`config.mk`:
```
export PLATFORM = sky130hd
export DESIGN_NAME = sc_fifo_param
export DESIGN_NICKNAME = d
export VERILOG_FILES = /design/src/rtl/sc_fifo_param.sv
export SDC_FILE = /design/constraint.sdc
export NUM_CORES = 2
export LEC_CHECK = 0
export CAP_MARGIN = 30
export CORE_MARGIN = 2
export CORE_UTILIZATION = 55
export CTS_BUF_LIST = sky130_fd_sc_hd__clkbuf_8
export DETAILED_ROUTE_END_ITERATION = 8
export PLACE_DENSITY = 0.71
export SYNTH_ARGS = -nofsm -noshare
export SYNTH_HDL_FRONTEND = slang
export SYNTH_SLANG_ARGS = --single-unit
```
`constraint.sdc`:
```
create_clock -name clk -period 4.88 [get_ports clk]
set_input_delay 0.976 -clock clk [delete_from_list [all_inputs] [get_ports clk]]
set_output_delay 0.976 -clock clk [all_outputs]
set_load 0.005 [all_outputs]
```
`src/rtl/sc_fifo_param.sv`:
```
// Parametrised single-clock FIFO with standard or first-word-fall-through read,
// programmable almost-full/almost-empty thresholds and sticky error flags.
module sc_fifo_param #(
    parameter int DATA_WIDTH = 25,
    parameter int ADDR_WIDTH = 7,
    parameter int FWFT       = 0
) (
    input  logic                  clk,
    input  logic                  reset,
    input  logic                  clear,
    input  logic                  write,
    input  logic [DATA_WIDTH-1:0] data_in,
    input  logic                  read,
    output logic [DATA_WIDTH-1:0] data_out,
    output logic                  valid,
    input  logic [ADDR_WIDTH:0]   af_thresh,
    input  logic [ADDR_WIDTH:0]   ae_thresh,
    output logic [ADDR_WIDTH:0]   cnt,
    output logic                  full,
    output logic                  empty,
    output logic                  almost_full,
    output logic                  almost_empty,
    output logic                  overflow,
    output logic                  underflow
);

    localparam int DEPTH = 1 << ADDR_WIDTH;
    localparam logic [ADDR_WIDTH:0] DEPTH_CNT = (ADDR_WIDTH + 1)'(DEPTH);

    logic [DATA_WIDTH-1:0] mem [DEPTH];
    logic [ADDR_WIDTH-1:0] wr_ptr;
    logic [ADDR_WIDTH-1:0] rd_ptr;
    logic                  rd_ok;
    logic                  wr_ok;

    assign empty        = (cnt == '0);
    assign full         = (cnt == DEPTH_CNT);
    assign almost_full  = (cnt >= af_thresh);
    assign almost_empty = (cnt <= ae_thresh);

    // A full FIFO still takes a write when the same-cycle read frees a slot.
    assign rd_ok = read & ~empty;
    assign wr_ok = write & (~full | rd_ok);

    always_ff @(posedge clk or posedge reset) begin
        if (reset) begin
            wr_ptr    <= '0;
            rd_ptr    <= '0;
            cnt       <= '0;
            overflow  <= 1'b0;
            underflow <= 1'b0;
        end else if (clear) begin
            wr_ptr    <= '0;
            rd_ptr    <= '0;
            cnt       <= '0;
            overflow  <= 1'b0;
            underflow <= 1'b0;
        end else begin
            if (wr_ok) wr_ptr <= wr_ptr + 1'b1;
            if (rd_ok) rd_ptr <= rd_ptr + 1'b1;
            case ({wr_ok, rd_ok})
                2'b10:   cnt <= cnt + 1'b1;
                2'b01:   cnt <= cnt - 1'b1;
                default: cnt <= cnt;
            endcase
            if (write && !wr_ok) overflow  <= 1'b1;
            if (read && empty)   underflow <= 1'b1;
        end
    end

    // Storage is deliberately not reset so it can map onto RAM.
    always_ff @(posedge clk) begin
        if (wr_ok && !clear) mem[wr_ptr] <= data_in;
    end

    generate
        if (FWFT == 0) begin : g_std
            always_ff @(posedge clk or posedge reset) begin
                if (reset) begin
                    data_out <= '0;
                    valid    <= 1'b0;
                end else if (clear) begin
                    valid    <= 1'b0;
                end else begin
                    valid <= rd_ok;
                    if (rd_ok) data_out <= mem[rd_ptr];
                end
            end
        end else begin : g_fwft
            // Head word is presented straight from storage, so no bubble follows a pop.
            assign valid    = ~empty;
            assign data_out = empty ? '0 : mem[rd_ptr];
        end
    endgenerate

endmodule

```
==> results.ini <==
[outcome]
status=finished, final reports clean

[timing]
fin_crit_ns=4.48
tns_ns=0
final_hold_viol_count=0
rsz0062_at_grt=no
worst_pin_slew_ns=1.07
slew_headroom_pct=29.0
fin_skew_ns=0.0645
max_freq_mhz=223
setup_violations=0
drv_slew=0
finalCritPeriodShare_pct=91.8

[setup_path]
crit_path_frequent_cell=a21o_1
cp-end-kind=output port
crit_fanout=6
arrival_ns=3.50
r2r-start=rd_ptr[1]$_DFFE_PP0P_
r2r_slack_ns=0.79
worstSetupStartpointType=flop
cp.required_ns=3.90
reg2reg_depth=7
reg2reg_to=data_out[11]$_DFFE_PP0P_
cp-startpoint=cnt[0]$_DFFE_PP0P_
cp_slowest_cell=dfrtp_1
critPathKind=flop to output port
cp_cell_sequence=inv_1 -> ha_1 -> nand2b_1 -> a21o_1 -> a21o_1 -> a21o_1 -> a21o_1 -> a21oi_1 -> o21ai_0 -> clkdlybuf4s50_1
crit_end=almost_full
cpPeakStageDelay_ns=0.48

[synthesis]
synth_edf_count=3200
synth_area_mm2=0.125
yosys_register_bits=3250
synth.avg_cell_area_um2=22.4
ys_seq_area_share_pct=77.8
syn-num-nets=5651
ys.flop_type=edfxtp_1
netlist_instances=5580
synthArstFlopShare_pct=1.54
yosysUniqueCellTypes=56
yosysWarnings=0

[global_route]
overflow=0
grt_pass1_wl_mm=443
antenna_found_initial=9
grt_util_all_layers_pct=27.0
grt_start_max_net_pins=129
grt_pass1_vias=62463

[clock_network]
htreeDepth=6
cts_setup_buffers=0
clk_latency_ns=1.09
hold_buffers=0
root_buffer=clkbuf_8
cts_buffers=531
cts_tree=done
clkTransAtPathRegs_ns=0.06
ctsResizeCount=0
clock-sinks=3250
ctsLongestPathBuffers=4

[pwr]
power.density_mw_per_mm2=454
sw_frac_of_total_pct=25.7
peakVddDrop_uv=355
p_clk_share_pct=32.9
p_leak_nw=43.8
power_frac_seq_pct=49.1
p_switching_mw=16.4
p_int_mw=47.3
pwr-share-comb_pct=18.0

[routing]
viasPerCell=6.46
drt_iter0_markers=8528
postRouteAntennaNets=0
wire_per_inst_um=32.5
wirelength_mm=311
vias=61880
firstDrtPassIters=6
route.detailed.drc=0

[cells_and_area]
final_util_pct=61.9
final_common_cell=edfxtp_1
layout_common_cells=edfxtp_1 (3200), mux4_2 (745), clkbuf_8 (561)
layout-drive-gt1-share_pct=28.8
finalNetCount=6284
syn_to_final_growth_pct=12.3

[floorplan]
die_x_um=481
ios=86
dieArea_mm2=0.231
rows=175
fp.dieH_um=481
core_area_mm2=0.227
start_util_pct=55.2

[flow_run]
max_cap_viol_count=0

[min_path]
hp-class=primary input to flop

[placed_design]
io_buffers=85
dp_hpwl_mm=175
place.gp.congestion=0.863

==> cell families after synthesis <==
family | Yosys count | synth area share, %
muxes | 1036 | 15.8
and+or+nand+nor | 349 | 1.18
AOI/OAI and AO/OA | 559 | 3.18
buffers and inverters | 344 | 1.66
adders and majority gates | 25 | 0.256
DFF | 3250 | 77.8
xor gates and xnor gates | 17 | 0.119
==> critical path: cells and delay by family (launching register included) <==
kind,cells,cell delay (ns)
compound gates,6,0.95
fa+ha+maj,1,0.27
buf+inv,2,0.56
flops,1,0.48
simple gates,1,0.14
==> final cells by class <==
cell class	instances	area, um^2
flip-flops and latches	3250	97400
fillers	15101	86200
multi-input cells	1986	26100
clock buffers	561	7720
repair buffers	421	3930
well taps	3009	3760
clock inverters	324	1440
inverters	23	86.3
diodes	11	27.5
==> how the worst min path moves through the flow <==
stage / start / to / slack, ns / cells after the start
floorplan: data_out[10]$_DFFE_PP0P_ / data_out[10]$_DFFE_PP0P_ / 0.47 / 2
global placement: underflow$_DFFE_PP0P_ / underflow$_DFFE_PP0P_ / 0.48 / 2
detailed placement: underflow$_DFFE_PP0P_ / underflow$_DFFE_PP0P_ / 0.48 / 2
CTS: data_in[1] / mem[12][1]$_DFFE_PP_ / 0.18 / 1
global route: data_in[9] / mem[80][9]$_DFFE_PP_ / 0.11 / 1
finish: data_in[9] / mem[80][9]$_DFFE_PP_ / 0.15 / 1
==> through the flow <==
step / setup WS [ns] / power [mW] / instance area, um^2 / hold WS, ns / cells
after global placement: 0.612 / 43.3 / 131000 / 0.479 / 8669
after floorplan: 1.41 / 40.1 / 125000 / 0.473 / 5580
after CTS: 0.317 / 64.1 / 140000 / 0.182 / 9560
after detailed placement: 0.580 / 43.4 / 131000 / 0.482 / 8675
final: 0.401 / 63.7 / 140000 / 0.154 / 9585
after global routing: 0.208 / 65.9 / 140000 / 0.111 / 9579
==> flip-flops by register name, summed over array words and instances, names as in the netlist <==
name,count
underflow,1
rd_ptr,7
mem,3200
data_out,25
wr_ptr,7
valid,1
overflow,1
cnt,8
==> layer usage <==
layer	global-route usage, %	wire length [um]
met1	37.3	117000
met3	6.73	32700
met5	0	0
met4	10.2	11900
met2	42.2	149000
==> power by group through the flow <==
stage                     Combinational [mW]  Clock, mW  Sequential [mW]
after global routing                    12.1       22.5             31.3
after global placement                  11.4          0             31.8
after floorplan                         8.56          0             31.5
after CTS                               11.6       21.3             31.3
final                                   11.5       21.0             31.3
after detailed placement                11.5          0             31.9
==> Yosys cell counts, types with 11 or more instances <==
cell | n | area (um^2)
edfxtp_1 | 3200 | 96100
mux4_2 | 745 | 16800
mux2i_1 | 277 | 2770
nor2_1 | 166 | 623
clkbuf_1 | 136 | 510
nand2_1 | 108 | 405
a221oi_1 | 104 | 911
a21oi_1 | 83 | 415
a22o_1 | 73 | 639
buf_2 | 69 | 345
a22oi_1 | 61 | 458
o21ai_0 | 61 | 305
dfrtp_1 | 50 | 1250
buf_6 | 49 | 552
a31oi_1 | 43 | 269
o22ai_1 | 38 | 238
buf_4 | 30 | 225
ha_1 | 24 | 300
inv_1 | 23 | 86.3
nand3_1 | 22 | 110
a211oi_1 | 20 | 150
o21ai_1 | 20 | 100
buf_1 | 19 | 71.3
a21o_1 | 17 | 128
buf_8 | 15 | 225
mux2_2 | 14 | 158
nor2b_1 | 13 | 81.3
o31ai_1 | 13 | 97.6
xor2_1 | 11 | 96.3
(Power assumes the default switching activity.)
